## src/rtl/arb_pkg.sv

```systemverilog
// Shared types and default sizing for the sequential square arbiter.
// EVAL_G is reachable only when the design is built with ARB_PIPE_EN.
package arb_pkg;
  localparam int ARB_SQUARES = 64;
  localparam int ARB_PRIO_W  = 3;
  localparam int ARB_GROUP   = 8;

  typedef enum logic [2:0] {IDLE, EVAL_G, EVAL, OUT, DONE} state_t;
endpackage

```

## src/rtl/arb_seq_if.sv

```systemverilog
// Load / issue handshake bundle between the priority plane, arbiter and search controller.
// The master side drives load/prio_in/out_ready; the arbiter is the slave.
interface arb_seq_if
  import arb_pkg::*;
#(
  parameter int SQUARES = ARB_SQUARES,
  parameter int PRIO_W  = ARB_PRIO_W
);
  localparam int SQ_W = (SQUARES > 1) ? $clog2(SQUARES) : 1;

  logic                      load;
  logic [SQUARES*PRIO_W-1:0] prio_in;
  logic                      out_valid;
  logic                      out_ready;
  logic [SQ_W-1:0]           sq_out;
  logic [PRIO_W-1:0]         prio_out;
  logic                      done;
  logic                      busy;

  modport master (
    output load, prio_in, out_ready,
    input  out_valid, sq_out, prio_out, done, busy
  );

  modport slave (
    input  load, prio_in, out_ready,
    output out_valid, sq_out, prio_out, done, busy
  );
endinterface

```

## src/rtl/arb_tree.sv

```systemverilog
// Combinational max reduction over N (index, priority) pairs; ties keep the earlier
// entry, so with ascending indices the lowest index wins.
module arb_tree #(
  parameter int N      = 8,
  parameter int IDX_W  = 6,
  parameter int PRIO_W = 3
) (
  input  logic [N-1:0][IDX_W-1:0]  idx,
  input  logic [N-1:0][PRIO_W-1:0] prio,
  output logic [IDX_W-1:0]         win_idx,
  output logic [PRIO_W-1:0]        win_prio
);
  always_comb begin
    win_idx  = idx[0];
    win_prio = prio[0];
    for (int i = 1; i < N; i++) begin
      if (prio[i] > win_prio) begin
        win_idx  = idx[i];
        win_prio = prio[i];
      end
    end
  end
endmodule

```

## src/rtl/arb_seq.sv

```systemverilog
// Sequential square arbiter: issues stored squares in descending priority order,
// clearing each on accept. Build option ARB_PIPE_EN registers per-group winners (EVAL_G).
module arb_seq
  import arb_pkg::*;
#(
  parameter int SQUARES = ARB_SQUARES,
  parameter int PRIO_W  = ARB_PRIO_W,
  parameter int GROUP   = ARB_GROUP
) (
  input logic       clk,
  input logic       rst_n,
  arb_seq_if.slave  bus
);
  localparam int SQ_W = (SQUARES > 1) ? $clog2(SQUARES) : 1;
  localparam int NG   = SQUARES / GROUP;

`ifdef ARB_PIPE_EN
  localparam state_t START = EVAL_G;
`else
  localparam state_t START = EVAL;
`endif

  state_t state_q, state_d;

  logic [SQUARES-1:0][PRIO_W-1:0] stored;
  logic [SQ_W-1:0]                sq_q;
  logic [PRIO_W-1:0]              prio_q;

  logic [NG-1:0][GROUP-1:0][SQ_W-1:0] g_idx;
  logic [NG-1:0][SQ_W-1:0]            g_win_idx;
  logic [NG-1:0][PRIO_W-1:0]          g_win_prio;
  logic [NG-1:0][SQ_W-1:0]            top_idx;
  logic [NG-1:0][PRIO_W-1:0]          top_prio;
  logic [SQ_W-1:0]                    win_idx;
  logic [PRIO_W-1:0]                  win_prio;

  logic accept;
  assign accept = (state_q == OUT) && bus.out_ready;

  // First level: one tree per rank, fed with global square indices.
  for (genvar g = 0; g < NG; g++) begin : g_grp
    for (genvar j = 0; j < GROUP; j++) begin : g_ent
      assign g_idx[g][j] = SQ_W'(g * GROUP + j);
    end
    arb_tree #(.N(GROUP), .IDX_W(SQ_W), .PRIO_W(PRIO_W)) u_tree (
      .idx      (g_idx[g]),
      .prio     (stored[g*GROUP +: GROUP]),
      .win_idx  (g_win_idx[g]),
      .win_prio (g_win_prio[g])
    );
  end

`ifdef ARB_PIPE_EN
  logic [NG-1:0][SQ_W-1:0]   g_idx_q;
  logic [NG-1:0][PRIO_W-1:0] g_prio_q;

  always_ff @(posedge clk or negedge rst_n) begin
    if (!rst_n) begin
      g_idx_q  <= '0;
      g_prio_q <= '0;
    end else if (state_q == EVAL_G) begin
      g_idx_q  <= g_win_idx;
      g_prio_q <= g_win_prio;
    end
  end

  assign top_idx  = g_idx_q;
  assign top_prio = g_prio_q;
`else
  assign top_idx  = g_win_idx;
  assign top_prio = g_win_prio;
`endif

  arb_tree #(.N(NG), .IDX_W(SQ_W), .PRIO_W(PRIO_W)) u_top (
    .idx      (top_idx),
    .prio     (top_prio),
    .win_idx  (win_idx),
    .win_prio (win_prio)
  );

  always_ff @(posedge clk or negedge rst_n) begin
    if (!rst_n) state_q <= IDLE;
    else        state_q <= state_d;
  end

  // load restarts from any state and outranks a same-cycle accept.
  always_comb begin
    state_d = state_q;
    if (bus.load) begin
      state_d = START;
    end else begin
      case (state_q)
        IDLE:    state_d = IDLE;
        EVAL_G:  state_d = EVAL;
        EVAL:    state_d = (win_prio == '0) ? DONE : OUT;
        OUT:     if (bus.out_ready) state_d = START;
        DONE:    state_d = DONE;
        default: state_d = IDLE;
      endcase
    end
  end

  always_ff @(posedge clk or negedge rst_n) begin
    if (!rst_n) begin
      stored <= '0;
      sq_q   <= '0;
      prio_q <= '0;
    end else if (bus.load) begin
      stored <= bus.prio_in;
    end else begin
      if (accept) stored[sq_q] <= '0;
      if (state_q == EVAL) begin
        sq_q   <= win_idx;
        prio_q <= win_prio;
      end
    end
  end

  assign bus.out_valid = (state_q == OUT);
  assign bus.done      = (state_q == DONE);
  assign bus.busy      = (state_q != IDLE) && (state_q != DONE);
  assign bus.sq_out    = sq_q;
  assign bus.prio_out  = prio_q;
endmodule

```

## src/flat_wrapper.sv

```systemverilog
// flat-port wrapper written by rule: the top's interface ports become plain ports
module arb_seq_flat import arb_pkg::*;
#(
  parameter int SQUARES = ARB_SQUARES,
  parameter int PRIO_W  = ARB_PRIO_W,
  parameter int GROUP   = ARB_GROUP
)
  (clk, rst_n, bus_load, bus_prio_in, bus_out_ready, bus_out_valid, bus_sq_out, bus_prio_out, bus_done, bus_busy);
  arb_seq_if #(.SQUARES(SQUARES), .PRIO_W(PRIO_W)) bus_i ();
  input logic clk;
  input logic rst_n;
  input wire logic [$bits(bus_i.load)-1:0] bus_load;
  input wire logic [$bits(bus_i.prio_in)-1:0] bus_prio_in;
  input wire logic [$bits(bus_i.out_ready)-1:0] bus_out_ready;
  output wire logic [$bits(bus_i.out_valid)-1:0] bus_out_valid;
  output wire logic [$bits(bus_i.sq_out)-1:0] bus_sq_out;
  output wire logic [$bits(bus_i.prio_out)-1:0] bus_prio_out;
  output wire logic [$bits(bus_i.done)-1:0] bus_done;
  output wire logic [$bits(bus_i.busy)-1:0] bus_busy;
  assign bus_i.load = bus_load;
  assign bus_i.prio_in = bus_prio_in;
  assign bus_i.out_ready = bus_out_ready;
  assign bus_out_valid = bus_i.out_valid;
  assign bus_sq_out = bus_i.sq_out;
  assign bus_prio_out = bus_i.prio_out;
  assign bus_done = bus_i.done;
  assign bus_busy = bus_i.busy;
  arb_seq #(.SQUARES(SQUARES), .PRIO_W(PRIO_W), .GROUP(GROUP)) u_core (.clk(clk), .rst_n(rst_n), .bus(bus_i));
endmodule
```

## config.mk

```make
export PLATFORM = sky130hd
export DESIGN_NAME = arb_seq_flat
export DESIGN_NICKNAME = d
export VERILOG_FILES = /design/src/rtl/arb_pkg.sv /design/src/rtl/arb_seq_if.sv /design/src/rtl/arb_tree.sv /design/src/rtl/arb_seq.sv /design/src/flat_wrapper.sv
export SDC_FILE = /design/constraint.sdc
export NUM_CORES = 1
export LEC_CHECK = 0
export CORE_ASPECT_RATIO = 1.4
export CORE_MARGIN = 2
export CORE_UTILIZATION = 58
export DETAILED_ROUTE_END_ITERATION = 16
export HOLD_SLACK_MARGIN = 0.05
export PLACE_DENSITY = 0.83
export SYNTH_ARGS = -nofsm -noshare
export SYNTH_HDL_FRONTEND = slang
export SYNTH_SLANG_ARGS = --single-unit
```

## constraint.sdc

```tcl
create_clock -name clk -period 22.6 [get_ports clk]
set_input_delay 4.52 -clock clk [delete_from_list [all_inputs] [get_ports clk]]
set_output_delay 4.52 -clock clk [all_outputs]
set_load 0.01 [all_outputs]
```

==> impl_metrics.tcl <==
set metrics [dict create \
    io_buffer_count 207 \
    num_rows 74 \
    r2r-start "u_core.stored[1]" \
    avgSynthCellArea_um2 7.61 \
    synthTopCellsByCount "576 x nand2_1, 274 x o21ai_0, 204 x dfrtp_1, 189 x ha_1, 125 x nor2_1" \
    reg2reg_setup_slack_ns 2.40 \
    cp_max_fo 13 \
    reg2regPathDepth 90 \
    fin_crit_ns 20.20 \
    grt_util_all_layers_pct 33.0 \
    fmax_mhz 49.5 \
    maxSlewHeadroom_pct 16.3 \
    ys_types 93 \
    hold_path.class "flip-flop to flip-flop" \
    n_fill_cell 2427 \
    async_flop_share_pct 100 \
    min_from "u_core.stored[81]" \
    synth-edff-count 0 \
    postCtsResizedCells 0 \
    die_area_um2 30800 \
    crit_top_cell "ha_1" \
    period_share_pct 89.4 \
    synth_top_area_share_pct 29.9 \
    drt_wl_total_um 50900 \
    die_h_um 207 \
    maxCapViolCount 0 \
    regArea_um2 5100 \
    whs_path_depth 2 \
    critical_path.max_stage_delay_ns 0.74 \
    die_x_um 149 \
    antenna_found_initial 0 \
    post-cts-setup-buffers 0 \
    tritoncts "done" \
    htree_levels 1 \
    gr-usage-met3_pct 3.34 \
    criticalPathCategory "flip-flop to flip-flop" \
    yosys_register_bits 204 \
    grt_pass1_vias 17200 \
    critPathArrivalTime_ns 20.63 \
    finClkSkew_ns 0.0247 \
    initial_utilization_pct 58.7 \
    clkTransAtPathRegs_ns 0.06 \
    nNetsFinal 2812 \
    fp.coreArea_um2 29100 \
    outcome "completed" \
    io_pins 208 \
    timing.rr.end "u_core.state_q[1]" \
    grt.busiest_layer "met2" \
    post-synth-top-count-cell "nand2_1" \
    antenna_left 0 \
    hold_buffers 0 \
    cp-end-kind "flip-flop" \
    ys.flop_type "dfrtp_1" \
    gr-usage-met2_pct 61.6 \
    drt_iter0_drc 1157 \
    area_growth_pct 19.0 \
    via_count 17200 \
    hpwlAfterDp_um 39500 \
    grt_util_met1_pct 37.1 \
    tns_ns 0 \
    slowest_stage "a31oi_1" \
    drcViolationCount 0 \
    numCtsBuffers 24 \
    place_congestion 0.939 \
    multiInputGateArea_um2 11300 \
    synth.area.top_cells "dfrtp_1 30%, ha_1 14%, nand2_1 13%" \
    vias_per_cell 6.09 \
    cts_root_buffer "clkbuf_16" \
    worst_path_dominant_cell_family "compound AO/OA/AOI/OAI gates" \
    final_max_slew_viol_count 0 \
    clock_latency_ns 0.55 \
    drive_gt1_share_pct 4.79 \
    holdPathEnd "u_core.stored[81]" \
    synth_nets 2627 \
    cts.path.max_buffers 3 \
    grt_max_degree 178 \
    yosysTopAreaCell "dfrtp_1" \
    numClockSinks 204 \
    setup_viol 0 \
    grt_pass1_wl_um 82400 \
    dr.pass1.iters 5 \
    syn_area_um2 17100 \
    rsz0062_at_grt "false" \
    synth_cells 2242 \
    diodes 0 \
    ys_seq_area_share_pct 29.9 \
    path_buf_inv 3 \
    crit_required_ns 23.04 \
    synth_warnings 0 \
    wl_per_cell_um 18.0 \
    hold_viol_final 0 \
    startpoint_type "flip-flop" \
    grt-ovfl-total 0 \
    worst_slew_pin_slew_ns 1.25 \
]
-- layout make-up --
cell class | instances | area share (%)
multi-input cells | 1856 | 55.7
flip-flops and latches | 204 | 25.1
repair buffers | 221 | 10.8
clock buffers | 32 | 3.30
well taps | 380 | 2.34
inverters | 120 | 2.22
clock inverters | 9 | 0.579
-- how the worst max path moves through the flow --
stage | cells after the start | start | slack [ns] | to
floorplan | 94 | u_core.stored[25] | 5.21 | u_core.state_q[1]
global placement | 89 | u_core.stored[25] | 3.35 | u_core.state_q[1]
detailed placement | 89 | u_core.stored[25] | 2.79 | u_core.state_q[1]
CTS | 89 | u_core.stored[25] | 2.74 | u_core.state_q[1]
global route | 91 | u_core.stored[2] | 0.52 | u_core.state_q[1]
finish | 90 | u_core.stored[1] | 2.40 | u_core.state_q[1]
-- through the flow --
| stage | std cells | setup slack (ns) | cell area (µm²) | hold WS [ns] | utilization (%) |
|---|---|---|---|---|---|
| after detailed placement | 2781 | 2.79 | 19500 | 0.518 | 67.1 |
| after global placement | 2781 | 3.35 | 19500 | 0.511 | 67.1 |
| final | 2822 | 2.40 | 20300 | 0.527 | 69.9 |
| after global routing | 2822 | 0.519 | 20300 | 0.559 | 69.9 |
| after floorplan | 2242 | 5.21 | 17100 | 0.500 | - |
| after CTS | 2822 | 2.74 | 20300 | 0.531 | 69.9 |
-- metal layers --
metal | routed length, µm | vias to the layer above | share of wire (%)
met5 | 0 | - | 0
met4 | 2670 | 0 | 5.2
met3 | 2420 | 153 | 4.7
met2 | 26100 | 546 | 51
met1 | 19800 | 8167 | 39
li1 | - | 8314 | -
-- flip-flops by register name, summed over array words and instances (netlist names) --
| register | flops |
|---|---|
| u_core.bus.prio_out | 3 |
| u_core.state_q | 3 |
| u_core.stored | 192 |
| u_core.bus.sq_out | 6 |
-- logic make-up (layout without fill, tap and decap cells) --
| logic type | count (synthesis) | after routing | synth area share, % |
|---|---|---|---|
| flops | 204 | 204 | 29.9 |
| mux | 33 | 33 | 2.07 |
| buf+inv | 182 | 382 | 4.02 |
| simple gates | 967 | 967 | 25.2 |
| compound gates | 667 | 667 | 24.9 |
| fa+ha+maj | 189 | 189 | 13.9 |
-- worst register-to-register path, delay by kind of cell (launching register included) --
family	cells	cell delay, ns
simple gates	34	5.57
fa+ha+maj	14	3.70
mux	2	0.70
flops	1	0.34
compound gates	37	9.50
buf+inv	3	0.25
-- cell usage in the layout (no fill, tap or decap), drive strengths merged, types with 7 or more instances in the layout --
cell,n
o211ai,19
o31ai,10
nor3b,7
clkdlybuf4s50,205
a22oi,7
o21a,37
and3,19
a21oi,117
or2,19
a21o,24
nor2,125
inv,121
nor2b,43
and2,34
buf,15
nand3b,18
clkbuf,33
o21ai,279
ha,189
a21boi,16
o311ai,8
nand2b,29
a31oi,24
a221oi,7
dfrtp,204
nor3,12
or3,8
mux2,18
nand2,576
mux2i,15
nand3,58
a211oi,16
a32oi,8
Power is left out: the tool's default activity adds up to more than one toggle a clock period on the data nets, which glitch-free logic cannot reach.
==> RTL change 1: new RTL, same flow settings <==
The package constant `ARB_GROUP` goes from 8 to 9.
--- a/src/rtl/arb_pkg.sv
+++ b/src/rtl/arb_pkg.sv
@@ -3,7 +3,7 @@
 package arb_pkg;
   localparam int ARB_SQUARES = 64;
   localparam int ARB_PRIO_W  = 3;
-  localparam int ARB_GROUP   = 8;
+  localparam int ARB_GROUP   = 9;
 
   typedef enum logic [2:0] {IDLE, EVAL_G, EVAL, OUT, DONE} state_t;
 endpackage
Check against the original RTL: not equivalent (a bounded check fails within 4 cycles, from zero or initial values and one cycle with rst_n low).
==> RTL change 1 against the unedited design <==
- sequential cell count is 3 lower
- synthesized area down 2.0%
- cell area decreased by 1.6%
- first-iteration DRC count down 27%
- non-clock buffer count is 2 lower
- maximum frequency decreased by 2.7%
- worst setup slack got worse by 0.57 ns
- routed wire length fell by 5.1%
- via count is 3.2% lower
Power is not shown: default switching activity piles up to over one toggle a cycle in this logic, so the estimate is an artifact.
==> RTL change 1: results (changes against the unedited design) <==
status: "completed"
placed_area_sq_mm: 0.01916  # -1.8%
cts_buffers: 23  # -4.2%
synth_cell_type_count: 82  # -12%
whs_ns: 0.5271  # +0.0003200 ns
r2r_slack_ns: 1.83  # -0.57 ns
syn-num-nets: 2580  # -1.8%
post-place-ws_ns: 1.616  # -1.177 ns
slowest_stage: "a221oi_1"
drive_gt1_frac: 0.04915  # +0.001235
worst_pin_slew_ns: 1.249  # +0.003100 ns
post-route-min-period_ns: 20.77  # +0.5689 ns
skew_ns: 0.01674  # -0.007972 ns
startpoint: "u_core.stored[29]"
grt_pass1_wl_mm: 78.20  # -5.1%
drt_iter0_markers: 841  # -27%
holdPathEnd: "u_core.stored[15]"
numPortBuffers: 204  # -1.4%
ys_top_cells_by_count: "nand2_1 (562), o21ai_0 (285), dfrtp_1 (201), ha_1 (186), inv_1 (120)"
largest_reg_flops: 189  # -1.6%
hp-start: "u_core.stored[15]"
vias: 16629  # -3.2%
synthTopCellsByArea: "dfrtp_1 (30%), ha_1 (14%), nand2_1 (13%), o21ai_0 (8.5%), a21oi_1 (3.1%)"
reg2reg_depth: 88  # -2.2%
yosysSeqAreaShare: 0.3005  # +0.001484
syn_avg_cell_area_sq_um: 7.614  # about the same
dp_cells: 2734  # -1.7%
drtPass1Iterations: 8  # +3
cp_slowest_stage_delay_ns: 0.58  # -0.16 ns
==> RTL change 1: cell count changes after synthesis, moves of 10 or more <==
cell      change
a31oi_1      +10
o21ai_0      +11
a21boi_0     +11
nor2_1       -12
nand2_1      -14
nand3b_1     +10
nand2b_1     -18
a21oi_1      -13
and3b_1      +11
==> RTL change 1: cell type report <==
type	count	area (sq um)
Fill cell	2333	8424
Clock buffer	30	641.9
Timing Repair Buffer	219	2163
Sequential cell	201	5030
Inverter	120	450.4
Clock inverter	12	172.7
Tap cell	375	469.2
Multi-Input combinational cell	1819	11050
==> RTL change 1: cell families after synthesis <==
group                      synth area share
and+or+nand+nor                      0.2542
AOI/OAI and AO/OA                    0.2424
DFF                                  0.3005
adders and majority gates            0.1391
buffers and inverters               0.04007
muxes                               0.02377
==> RTL change 1: routing by layer <==
layer	up-vias	share of wire	global-route usage
li1	8150	-	-
met5	-	0	0
met4	0	0.055	0.1645
met1	7778	0.38	0.3509
met2	546	0.51	0.5922
met3	155	0.054	0.03541
==> RTL change 2: new RTL, config.mk and constraints unchanged <==
Without the edit above. Encoding of `state_t`: now one-hot (5 bits for 5 states).
--- a/src/rtl/arb_pkg.sv
+++ b/src/rtl/arb_pkg.sv
@@ -5,6 +5,6 @@
   localparam int ARB_PRIO_W  = 3;
   localparam int ARB_GROUP   = 8;
 
-  typedef enum logic [2:0] {IDLE, EVAL_G, EVAL, OUT, DONE} state_t;
+  typedef enum logic [4:0] {IDLE = 5'b00001, EVAL_G = 5'b00010, EVAL = 5'b00100, OUT = 5'b01000, DONE = 5'b10000} state_t;
 endpackage
 
Formal check against the unedited RTL: same outputs for any inputs over 4 cycles, from zero or initial values and one cycle with rst_n low; so few cycles prove little.
==> RTL change 2 against the unedited design <==
- die area fell by 2.5%
- routed wire length fell by 2.9%
- synthesized area fell by 2.6%
- cell area fell by 2.6%
- sequential share of layout area rose by 0.79 points
- worst setup slack got worse by 0.33 ns
- sequential cell count rose by 1
- critical endpoint is now u_core.state_q[3]
- largest cell class unchanged
- highest routed layer unchanged
Power is not shown: default switching activity piles up to over one toggle a cycle in this logic, so the estimate is an artifact.
==> RTL change 2: results (changes against the unedited design) <==
status: "completed"
crit_arrival_ns: 20.92  # +0.29 ns
num-nets-final: 2478  # -12%
routed_wl_mm: 49.44  # -2.9%
largest_reg_flops: 192  # unchanged
grt_max_degree: 83  # -53%
hold_path_class: "register to register"
hpwlAfterDp_mm: 36.57  # -7.5%
relSlewSlack: 0.3083  # +0.1450
htreeDepth: 1  # unchanged
cp_slowest_stage_delay_ns: 0.68  # -0.06 ns
reg2reg_depth: 91  # +1.1%
drive_gt1_frac: 0.05785  # +0.009936
post-place-ws_ns: 2.475  # -0.3177 ns
whs_path_depth: 2  # unchanged
antenna_found_initial: 0  # unchanged
r2r_start: "u_core.stored[26]"
hp-start: "u_core.bus.prio_out[0]"
synthTopCellsByArea: "dfrtp_1 (31%), ha_1 (14%), a22o_1 (10%), o21ai_0 (4.1%), a21oi_1 (3.8%)"
regMostFlops: "u_core.stored"
post-route-min-period_ns: 20.53  # +0.3342 ns
yosysWarnings: 0  # unchanged
syn-num-nets: 2299  # -12%
gp_congestion: 0.9327  # -0.62%
async_reset_ff_frac: 1.000  # unchanged
synthMuxAreaShare: 0.02822  # +0.007553
clk_pin_slew_ns: 0.06  # about the same
timing.rr.end: "u_core.state_q[3]"
via_per_inst: 6.466  # +6.2%
root_buffer: "clkbuf_16"
yosysSeqAreaShare: 0.3086  # +0.009593
numPortBuffers: 207  # unchanged
grtUsageTotal: 0.3240  # -0.005812
synth_cell_type_count: 86  # -7.5%
clockBufferDepth: 3  # unchanged
drt_iter0_markers: 979  # -15%
skew_ns: 0.01420  # -0.01052 ns
whs_ns: 0.4865  # -0.04034 ns
holdPathEnd: "u_core.bus.prio_out[0]"
clk_latency_ns: 0.53  # -0.02 ns
synth_fa_ha_area_frac: 0.1422  # +0.003712
cts_buffers: 22  # -8.3%
synth-compound-area-share: 0.3054  # +0.05620
placed_area_sq_mm: 0.01898  # -2.8%
yosys.area_share.xor_xnor: 0.001054  # +0.001054
dp_cells: 2444  # -12%
cts_resized: 0  # unchanged
grt_pass1_wl_mm: 79.20  # -3.9%
grt_pass1_vias: 16110  # -6.2%
critPathMaxFanout: 13  # unchanged
ys_top_cells_by_count: "dfrtp_1 (204), a22o_1 (193), ha_1 (189), nand2_1 (166), nor2_1 (159)"
synth_cells: 1914  # -15%
r2r_slack_ns: 2.07  # -0.33 ns
wl_per_cell_microns: 19.90  # +10%
## RTL change 2: cell count changes in the layout (fill, tap and decap cells not counted), moves of 15 or more
| cell | before | now |
|---|---|---|
| nand2_1 | 576 | 165 |
| nor2b_1 | 41 | 15 |
| a22o_1 | 1 | 193 |
| nor2_1 | 125 | 159 |
| nand3b_1 | 18 | 44 |
| mux2i_1 | 15 | 30 |
| o21ai_0 | 274 | 137 |
## RTL change 2: cells by family (layout without fill, tap and decap cells)
| group | Yosys count | after routing |
|---|---|---|
| and+or+nand+nor | 582 | 582 |
| buffers and inverters | 178 | 373 |
| AOI/OAI and AO/OA | 714 | 714 |
| adders and majority gates | 189 | 189 |
| DFF | 205 | 205 |
| muxes | 44 | 44 |
| xor gates and xnor gates | 2 | 2 |
## RTL change 2: per-layer routing
| layer | global-route usage | routed length, microns | share of wire | vias to the layer above |
|---|---|---|---|---|
| met1 | 0.3760 | 19220 | 0.39 | 7690 |
| met3 | 0.04129 | 2862 | 0.058 | 179 |
| li1 | - | - | - | 7618 |
| met4 | 0.1786 | 2957 | 0.060 | 0 |
| met2 | 0.5778 | 24400 | 0.49 | 575 |
| met5 | 0 | 0 | 0 | - |
## RTL change 2: area by class of cell
| type | instances | area, sq um |
|---|---|---|
| tap | 375 | 469.2 |
| multi-input combinational | 1531 | 10820 |
| sequential | 205 | 5131 |
| timing repair buffer | 211 | 2107 |
| clock inverter | 11 | 160.2 |
| inverter | 122 | 457.9 |
| fill | 2268 | 8523 |
| clock buffer | 29 | 648.1 |
## RTL change 2: critical path, delay by kind of cell, from the launching register on
family | cells | cell delay [ns]
flip-flops | 1 | 0.40
multiplexers | 4 | 1.45
adder cells (fa/ha/maj) | 14 | 3.63
AND/OR/NAND/NOR | 35 | 6.41
buffers and inverters | 4 | 0.30
AO/OA/AOI/OAI | 34 | 8.14
